### config.mk
export PLATFORM = sky130hd
export DESIGN_NAME = sys_arr_tile_sched
export DESIGN_NICKNAME = d
export VERILOG_FILES = /design/src/rtl/proc_pipe_pckg.sv /design/src/rtl/sys_arr_sched_cnt.sv /design/src/rtl/sys_arr_tile_sched.sv
export SDC_FILE = /design/constraint.sdc
export NUM_CORES = 1
export LEC_CHECK = 0
export ABC_AREA = 1
export CAP_MARGIN = 20
export CORE_MARGIN = 4
export CORE_UTILIZATION = 45
export CTS_BUF_LIST = sky130_fd_sc_hd__clkbuf_16
export DETAILED_ROUTE_END_ITERATION = 6
export GPL_TIMING_DRIVEN = 0
export PLACE_DENSITY = 0.67
export SLEW_MARGIN = 20
export SYNTH_ARGS = -nofsm -noshare
export SYNTH_HDL_FRONTEND = slang
export SYNTH_SLANG_ARGS = --single-unit
### constraint.sdc
create_clock -name clk -period 5.58 [get_ports clk]
set_input_delay 1.116 -clock clk [delete_from_list [all_inputs] [get_ports clk]]
set_output_delay 1.116 -clock clk [all_outputs]
set_load 0.02 [all_outputs]
### src/rtl/proc_pipe_pckg.sv
// Shared processing-pipe types: data-vector kinds, scheduler state encoding and the
// fetch command record produced by the systolic-array tile scheduler.
package proc_pipe_pckg;

   localparam int SCHED_DIM_WDT = 16;

   typedef enum logic [2:0] {
      BATCH_NORM_PARAM = 3'd0,
      ACC_BIAS         = 3'd1,
      STAT             = 3'd2,
      MOV              = 3'd3
   } pipe_data_vect_type_t;

   // State codes kept as plain constants so legacy decode logic can compare raw bits
   typedef logic [2:0] sys_arr_sched_state_t;
   localparam sys_arr_sched_state_t ST_IDLE = 3'd0;
   localparam sys_arr_sched_state_t ST_BN   = 3'd1;
   localparam sys_arr_sched_state_t ST_BIAS = 3'd2;
   localparam sys_arr_sched_state_t ST_STAT = 3'd3;
   localparam sys_arr_sched_state_t ST_MOV  = 3'd4;
   localparam sys_arr_sched_state_t ST_DONE = 3'd5;

   typedef struct packed {
      pipe_data_vect_type_t     vtype;
      logic [SCHED_DIM_WDT-1:0] i;
      logic [SCHED_DIM_WDT-1:0] k;
      logic [SCHED_DIM_WDT-1:0] idx;
      logic                     last_blk;
      logic                     end_xfer;
   } sys_arr_cmd_t;

   // Entry state of every output row block
   function automatic sys_arr_sched_state_t first_row_state(input logic bn, input logic bias);
      return bn ? ST_BN : (bias ? ST_BIAS : ST_STAT);
   endfunction

endpackage

### src/rtl/sys_arr_sched_cnt.sv
// Wrapping index counter: counts 0..limit-1 on clk_en, wrap flags the terminal count.
module sys_arr_sched_cnt #(
   parameter int WDT = 16
) (
   input  logic           clk,
   input  logic           rst_n,
   input  logic           clk_en,
   input  logic           clr,
   input  logic [WDT-1:0] limit,
   output logic [WDT-1:0] cnt,
   output logic           wrap
);

   // Compare against limit-1 so a full-scale limit never overflows the counter
   assign wrap = (cnt == limit - WDT'(1));

   // NOTE: reset is synchronous here, so it sits inside the clocked branch, and
   // sequential state is only ever written with non-blocking assignments.
   always_ff @(posedge clk) begin
      if (!rst_n || clr)
         cnt <= '0;
      else if (clk_en)
         cnt <= wrap ? '0 : cnt + WDT'(1);
   end

endmodule

### src/rtl/sys_arr_tile_sched.sv
// Systolic-array tile scheduler: walks row blocks i, inner blocks k and vector indices,
// issuing one fetch command per vector over a valid/ready handshake.
module sys_arr_tile_sched
   import proc_pipe_pckg::*;
#(
   parameter int VECT_WDT    = 8,
   parameter int DIM_WDT     = SCHED_DIM_WDT,
   parameter int BN_VECT_CNT = 2
) (
   input  logic               clk,
   input  logic               rst_n,
   input  logic               clear,
   input  logic               start,
   input  logic [DIM_WDT-1:0] m_blk_cnt,
   input  logic [DIM_WDT-1:0] k_blk_cnt,
   input  logic [DIM_WDT-1:0] n_vect_cnt,
   input  logic               bias_en,
   input  logic               repl_bias,
   input  logic               bn_en,
   output logic               busy,
   output logic               done,
   output logic               arr_start,
   output logic               cmd_val,
   input  logic               cmd_rdy,
   output logic [2:0]         cmd_type,
   output logic [DIM_WDT-1:0] cmd_i,
   output logic [DIM_WDT-1:0] cmd_k,
   output logic [DIM_WDT-1:0] cmd_idx,
   output logic               cmd_last,
   output logic               cmd_end
);

   sys_arr_sched_state_t state;
   logic [DIM_WDT-1:0]   m_q, k_q, n_q;
   logic                 bias_q, repl_q, bn_q;
   logic                 arr_start_q;

   logic [DIM_WDT-1:0]   i_cnt, k_cnt, idx_cnt, aux_cnt;
   logic                 i_wrap, k_wrap, idx_wrap, aux_wrap;
   logic [DIM_WDT-1:0]   idx_lim, aux_lim;
   logic                 accept, zero_dim, hs, in_aux, in_blk;
   logic                 aux_en, idx_en, k_en, i_en, cnt_clr;
   sys_arr_cmd_t         cmd;

   assign accept   = (state == ST_IDLE) && start;
   assign zero_dim = (m_blk_cnt == '0) || (k_blk_cnt == '0) || (n_vect_cnt == '0);
   assign in_aux   = (state == ST_BN) || (state == ST_BIAS);
   assign in_blk   = (state == ST_STAT) || (state == ST_MOV);

   assign cmd_val  = in_aux || in_blk;
   assign busy     = cmd_val;
   assign done     = (state == ST_DONE);
   assign arr_start = arr_start_q;
   assign hs       = cmd_val && cmd_rdy;

   // idx walks stationary rows then moving columns; aux walks BN params then bias vectors
   assign idx_lim = (state == ST_STAT) ? DIM_WDT'(VECT_WDT) : n_q;
   assign aux_lim = (state == ST_BN) ? DIM_WDT'(BN_VECT_CNT) : (repl_q ? DIM_WDT'(1) : n_q);

   assign aux_en  = hs && in_aux;
   assign idx_en  = hs && in_blk;
   assign k_en    = hs && (state == ST_MOV) && idx_wrap;
   assign i_en    = k_en && k_wrap;
   assign cnt_clr = clear || accept;

   sys_arr_sched_cnt #(.WDT(DIM_WDT)) u_i_cnt (
      .clk(clk), .rst_n(rst_n), .clk_en(i_en), .clr(cnt_clr),
      .limit(m_q), .cnt(i_cnt), .wrap(i_wrap)
   );

   sys_arr_sched_cnt #(.WDT(DIM_WDT)) u_k_cnt (
      .clk(clk), .rst_n(rst_n), .clk_en(k_en), .clr(cnt_clr),
      .limit(k_q), .cnt(k_cnt), .wrap(k_wrap)
   );

   sys_arr_sched_cnt #(.WDT(DIM_WDT)) u_idx_cnt (
      .clk(clk), .rst_n(rst_n), .clk_en(idx_en), .clr(cnt_clr),
      .limit(idx_lim), .cnt(idx_cnt), .wrap(idx_wrap)
   );

   sys_arr_sched_cnt #(.WDT(DIM_WDT)) u_aux_cnt (
      .clk(clk), .rst_n(rst_n), .clk_en(aux_en), .clr(cnt_clr),
      .limit(aux_lim), .cnt(aux_cnt), .wrap(aux_wrap)
   );

   // clear shares the reset path so an aborted schedule never reaches DONE
   always_ff @(posedge clk) begin
      if (!rst_n || clear) begin
         state       <= ST_IDLE;
         arr_start_q <= 1'b0;
         m_q         <= '0;
         k_q         <= '0;
         n_q         <= '0;
         bias_q      <= 1'b0;
         repl_q      <= 1'b0;
         bn_q        <= 1'b0;
      end else begin
         arr_start_q <= 1'b0;
         case (state)
            ST_IDLE: begin
               if (accept) begin
                  m_q    <= m_blk_cnt;
                  k_q    <= k_blk_cnt;
                  n_q    <= n_vect_cnt;
                  bias_q <= bias_en;
                  repl_q <= repl_bias;
                  bn_q   <= bn_en;
                  if (zero_dim) begin
                     state <= ST_DONE;
                  end else begin
                     arr_start_q <= 1'b1;
                     state       <= first_row_state(bn_en, bias_en);
                  end
               end
            end
            ST_BN:
               if (hs && aux_wrap)
                  state <= bias_q ? ST_BIAS : ST_STAT;
            ST_BIAS:
               if (hs && aux_wrap)
                  state <= ST_STAT;
            ST_STAT:
               if (hs && idx_wrap)
                  state <= ST_MOV;
            ST_MOV: begin
               if (hs && idx_wrap) begin
                  if (!k_wrap)
                     state <= ST_STAT;
                  else if (i_wrap)
                     state <= ST_DONE;
                  else
                     state <= first_row_state(bn_q, bias_q);
               end
            end
            ST_DONE:
               state <= ST_IDLE;
            default:
               state <= ST_IDLE;
         endcase
      end
   end

   // NOTE: every field gets a default before the case so no latch is inferred.
   always_comb begin
      cmd = '0;
      case (state)
         ST_BN: begin
            cmd.vtype = BATCH_NORM_PARAM;
            cmd.i     = i_cnt;
            cmd.idx   = aux_cnt;
         end
         ST_BIAS: begin
            cmd.vtype = ACC_BIAS;
            cmd.i     = i_cnt;
            cmd.idx   = aux_cnt;
         end
         ST_STAT: begin
            cmd.vtype = STAT;
            cmd.i     = i_cnt;
            cmd.k     = k_cnt;
            cmd.idx   = idx_cnt;
         end
         ST_MOV: begin
            cmd.vtype    = MOV;
            cmd.i        = i_cnt;
            cmd.k        = k_cnt;
            cmd.idx      = idx_cnt;
            cmd.last_blk = idx_wrap && k_wrap;
            cmd.end_xfer = idx_wrap && k_wrap && i_wrap;
         end
         default: cmd = '0;
      endcase
   end

   assign cmd_type = cmd.vtype;
   assign cmd_i    = cmd.i;
   assign cmd_k    = cmd.k;
   assign cmd_idx  = cmd.idx;
   assign cmd_last = cmd.last_blk;
   assign cmd_end  = cmd.end_xfer;

endmodule

---- After elaboration in Yosys (flattened, before gate mapping) ----
Index checks and enable logic that the tools add are counted.
storage, ports and cells
  logic and storage cells ................. 90
  flip-flop bits (word level) ............. 119
  output and inout bits ................... 57
  bits of input ports ..................... 56
cells by class
  reduce and logical (&&, ||, !) cells .... 29
  multiplexer cells ....................... 25
  $add $sub $neg .......................... 8
  equal/unequal tests ..................... 14
  bitwise gates (word level) .............. 2
operators by type and width
  kind                   count
  $mux 16                8
  $pmux 18 s4            1
  $add 16x1->16 const B  4
  $eq 16x16->1           4
  $sub 16x1->16 const B  4
  $logic_not 16->1       3
  $pmux 16 s2            1
  $mux 3                 8
  $pmux 3 s5             1
  $logic_and 1x1->1      11
  $logic_or 1x1->1       8
  $ne 2x1->1 const B     4
  $eq 3x2->1 const B     2
  $eq 3x3->1 const B     2
  $mux 2                 3
  $reduce_and 5->1       1
  $reduce_or 2->1        2
  $eq 3x1->1 const B     1
  $logic_not 3->1        1
  $mux 1                 3
  $reduce_or 3->1        1
  $ne 2x2->1 const B     1
  $not 1->1              2
  $reduce_and 2->1       1
  $logic_not 1->1        1

---- Longest topological paths before layout ----
Gate-level depths: netlist of run 1.
  word-level depth ........................ 7
  depth in mapped cells ................... 21
  depth with buffers taken out ............ 20

---- By module ----
Synthesis of run 1 repeated with hierarchy kept, for this count alone.
second synthesis, totals
  cells, all modules ...................... 1,637
  area, all modules ....................... 9,878.2 µm²
by module, submodules not included
  module                           cells each  times used  sequential area each (µm²)  area each (µm²)
  sys_arr_sched_cnt (u_i_cnt ...)  294         3           320.3                       1,720.4
  sys_arr_tile_sched               479         1           1,101.1                     3,055.4
  sys_arr_sched_cnt (u_aux_cnt)    276         1           320.3                       1,661.6

---- Least setup slack after synthesis of run 1 ----
OpenSTA, ideal clock, no wires.
  path kind ............................... register to output
  start ................................... reg state[1]
  end ..................................... out cmd_end
  required time ........................... 4,464 ps
  arrival ................................. 2,242 ps
  stages on the path, launching flop included .. 17
  buffers on the path ..................... 1
  path slack .............................. 2,222 ps
  cells stage by stage .................... dfxtp_1 > nand3_4 > buf_2 > nand2_1 > ha_1 > nand2_1 > nor2_2 > nand4_1 > nor2_1 > nand2_1 > nand2_1 > nand3_1 > nor2_1 > nand2_1 > nor2_1 > nand2_1 > nor2_1
between the ends
  cells in the longest elaborated chain, start to end .. 7
  elaborated cells between the ends (all ways) .. 8
  classes of those cells .................. add/sub: 1; eq/ne: 3; mux: 2; reduce/logical: 2
RTL lines
  item                             RTL line                   source
  from (decl)                      sys_arr_tile_sched.sv:33   sys_arr_sched_state_t state;
  from (signal assigned)           sys_arr_tile_sched.sv:112  state <= first_row_state(bn_en, bias_en);
  from (signal assigned)           sys_arr_tile_sched.sv:118  state <= bias_q ? ST_BIAS : ST_STAT;
  from (signal assigned)           sys_arr_tile_sched.sv:132  state <= first_row_state(bn_q, bias_q);
  $eq 3x2->1                       sys_arr_tile_sched.sv:57   assign idx_lim = (state == ST_STAT) ? DIM_WDT'(VECT_WDT) : n_q;
  $mux 16                          sys_arr_tile_sched.sv:57
  $sub 16x1->16                    sys_arr_sched_cnt.sv:15    assign wrap = (cnt == limit - WDT'(1));
  $eq 16x16->1                     sys_arr_sched_cnt.sv:15
  $logic_and 1x1->1 (2 in series)  sys_arr_tile_sched.sv:169  cmd.end_xfer = idx_wrap && k_wrap && i_wrap;
  $mux 2 (*)                       sys_arr_tile_sched.sv:146  case (state)
  to (decl)                        sys_arr_tile_sched.sv:30   output logic cmd_end
Every way passes the cells marked *; elsewhere a longest branch is shown, timed or not.

---- Final worst setup path of run 1 ----
Same ends and word-level chain as after synthesis.

==> run_results.csv, run 1 <==
group,metric,value,unit
routing,ant_nets,0,
worst_setup_path,worstPathMaxFanout,10,
finish,drive_above_1_share,0.0459,
global_routing,grt_pass1_wl,46.4,mm
routing,drtPass1Iterations,6,
synthesis,synth_area_leaders,"dfxtp_1 27%, nand2_1 16%, inv_1 11%",
synthesis,ys_types,48,
clock_tree,clk_path_buf_depth,2,
floorplan,start_util,0.458,
timing,drv_slew,0,
synthesis,netlist_instances,1490,
clock_tree,numCtsBuffers,17,
clock_tree,htreeDepth,4,
timing,setup_tns,0,ns
routing,drt_iter0_markers,723,
synthesis,synth_top_area_frac,0.267,
floorplan,coreArea,0.0195,mm2
worst_setup_path,cp_top_family,"simple AND/OR/NAND/NOR gates",
global_routing,grt.overflow.total,0,
place,io_buffers,111,
clock_tree,postCtsSetupBuffers,0,
finish,nFillCells,1978,
timing,setup_viol_count_final,0,
routing,via_count,9897,
finish,multiInputGateArea,0.00537,mm2
synthesis,synth_area_leader_cell,"dfxtp_1",
synthesis,synth_xor_area_frac,0.0843,
worst_setup_path,critPathKind,"flop to output pin",
synthesis,synth_top_family_by_area,"simple AND/OR/NAND/NOR gates",
synthesis,synth_compound_area_frac,0.108,
clock_tree,clock_sinks,119,
worst_setup_path,crit_chain,"nand3_4 -> buf_2 -> nand2_1 -> ha_1 -> nand2_1 -> nor2_2 -> nand4_1 -> nor2_1 -> nand2_1 -> nand2_1 -> nand3_1 -> nor2_1 -> nand2_1 -> nor2_1 -> nand2_1 -> nor2_1 -> clkdlybuf4s50_1",
global_routing,first_global_vias,9457,
timing,finalClockSkew,0.00962,ns
finish,final_nets,1684,
routing,routed_wirelength,28.7,mm
finish,syn_to_final_growth,23.0,%
worst_setup_path,cpPeakStageDelay,0.60,ns
floorplan,dieArea,0.0222,mm2
floorplan,num_rows,51,
routing,routed_via_density,5.21,
synthesis,yosysSeqAreaShare,0.267,
timing,hold_viol_final,0,
place,gp_congestion,0.966,
global_routing,grt.total_usage,0.260,
synthesis,synth_warnings,0,
synthesis,synthMuxAreaShare,0,
synthesis,synthFlopType,"dfxtp_1",
timing,tightest_slew,0.838,ns
synthesis,syn_area_per_cell,6.00,um2
synthesis,synth_edf_count,0,
routing,drt-wirelength-per-cell,15.1,um
worst_setup_path,cp-end-kind,"output pin",
finish,regArea,0.00238,mm2
power_and_ir_drop,total_leakage_power,4.93,nW
floorplan,ios,113,
clock_tree,cts-root-buf,"clkbuf_16",
worst_hold_path,hold_class,"flop to flop",
global_routing,grt_max_degree,17,
worst_setup_path,critPathArrivalTime,3.75,ns
status,outcome,"completed",
worst_setup_path,rrSetupSlack,2.38,ns
clock_tree,clk_pin_slew,0.06,ns
synthesis,synthArstFlopShare,0,
synthesis,yosys.area_share.simple,0.397,
routing,drc,0,
timing,fmax,206,MHz
synthesis,synth_nets,1554,
worst_setup_path,cp_slowest_cell,"clkdlybuf4s50_1",
worst_setup_path,start_kind,"flop",
synthesis,netlist_area,0.00893,mm2
clock_tree,ctsResizeCount,0,
timing,rsz0062_at_grt,"no",
place,dpl.hpwl,22.7,mm
timing,setup_ws,0.719,ns
place,dp_slack,1.24,ns
finish,antenna_cells,0,
timing,relSlewSlack,0.436,
power_and_ir_drop,p_per_area,271,mW/mm2
worst_setup_path,crit_path_frequent_cell,"nand2_1",
clock_tree,cts_tree,"built",
worst_setup_path,timing.critical_path.buf_inv,2,
clock_tree,clock_latency,0.43,ns
timing,period_share,0.871,
synthesis,synth_fa_ha_area_frac,0.0112,
global_routing,antenna_found_initial,0,
floorplan,die_width,149,um
worst_setup_path,required,4.46,ns
clock_tree,cts_hold_buf,0,
synthesis,ys_ff_latch,119,
flow_run,max_cap_viol_count,0,
floorplan,die_y,149,um
timing,finalCriticalPeriod,4.86,ns
power_and_ir_drop,ir_drop,0.205,mV
[metal layers]
metal,wire length [um],part of all wire,GRT usage,vias up
met5,0,0,0,-
met4,830,0.029,0.0924,0
met3,1750,0.061,0.0462,58
met2,13300,0.46,0.440,297
met1,12800,0.45,0.334,4518
li1,-,-,-,5024
[final timing paths]
check | cells past startpoint | startpoint | endpoint
setup / recovery | 17 | state[1] | cmd_end
hold / removal | 2 | bn_q | bn_q
setup reg to reg | 18 | state[1] | u_k_cnt.cnt[14]
hold reg to reg | 2 | bn_q | bn_q
[report_power, final]
group / switching (mW) / internal (mW)
registers: 0.0325 / 0.877
clock network: 0.432 / 0.740
logic: 0.590 / 0.308
total: 1.05 / 1.92
[cells in the final DEF, fill, tap and decap left out, types with 5 or more instances in the layout]
cell and n:
nand2_1 370, inv_1 258, nor2_1 181, nand3_1 142, dfxtp_1 119, clkdlybuf4s50_1 111, xor2_1 67, o21ai_0 51
o22ai_1 47, a21oi_1 42, nand4_1 27, nor3_1 24, nor4_1 21, clkbuf_1 19, xnor2_1 19, clkbuf_16 17
nand3b_1 12, nor2_2 9, ha_1 8, inv_2 7, buf_2 7, o211ai_1 6, o21ai_1 5
[worst reg2reg max path: stages, from the launching register on]
cell     delay (ns)
dfxtp_1        0.46
nand3_4        0.17
buf_2          0.23
nand2_1        0.08
ha_1           0.20
nand2_1        0.08
nor2_2         0.25
nand4_1        0.22
nor2_1         0.14
nand2_1        0.06
nand2_1        0.10
nand2_1        0.09
nor2_2         0.21
nand3_4        0.16
nor2_8         0.18
inv_2          0.10
buf_2          0.21
nand2_1        0.09
a21oi_1        0.05
[logic make-up after synthesis]
logic type / Yosys count
fa+ha+maj: 8
buf+inv: 302
simple gates: 807
xor+xnor: 86
compound gates: 167
other cells: 1
flops: 119
[cell usage after synthesis, types with 4 or more instances]
master	instances
nand2_1	370
inv_1	257
nor2_1	181
nand3_1	142
dfxtp_1	119
xor2_1	67
o21ai_0	51
o22ai_1	47
a21oi_1	42
nand4_1	27
nor3_1	24
nor4_1	21
clkbuf_1	19
xnor2_1	19
nand3b_1	12
nor2_2	9
ha_1	8
buf_2	7
inv_2	7
o211ai_1	6
o21ai_1	5
buf_1	4
buf_4	4
buf_6	4
nor3b_1	4
[through the flow]
stage,instance area [um2],hold slack (ns),util,total power [mW],cells
global placement,10400,0.465,0.531,1.80,1866
detailed placement,10400,0.471,0.531,1.81,1866
CTS,11000,0.483,0.563,2.98,1898
floorplan,8930,0.449,-,1.56,1490
finish,11000,0.485,0.563,2.98,1898
global route,11000,0.507,0.563,3.15,1898
[registers in the layout, indices dropped and copies added (netlist names)]
| register | flops |
|---|---|
| m_q | 16 |
| arr_start | 1 |
| n_q | 16 |
| u_k_cnt.cnt | 16 |
| state | 3 |
| k_q | 16 |
| bias_q | 1 |
| bn_q | 1 |
| u_i_cnt.cnt | 16 |
| u_idx_cnt.cnt | 16 |
| u_aux_cnt.cnt | 16 |
| repl_q | 1 |
[final cells by class]
| cell class | count | share of cell area |
|---|---|---|
| Buffer | 38 | 0.0179 |
| Clock buffer | 17 | 0.0387 |
| Clock inverter | 15 | 0.0170 |
| Inverter | 264 | 0.0902 |
| Multi-Input combinational cell | 1069 | 0.488 |
| Sequential cell | 119 | 0.217 |
| Tap cell | 265 | 0.0302 |
| Timing Repair Buffer | 111 | 0.101 |
(Power assumes the default switching activity.)
==> inputs of run 2 (changes only) <==
==> constraint.sdc (replaced) <==
create_clock -name clk -period 5.58 [get_ports clk]
set_input_delay 0.837 -clock clk [delete_from_list [all_inputs] [get_ports clk]]
set_output_delay 0.837 -clock clk [all_outputs]
set_load 0.02 [all_outputs]
==> results of run 2 <==
Same layout as run 1 (identical final DEF). Status: completed.
Among the figures that moved: setup slack after placement 1.24 ns -> 1.52 ns; setup slack after layout 0.719 ns -> 0.998 ns
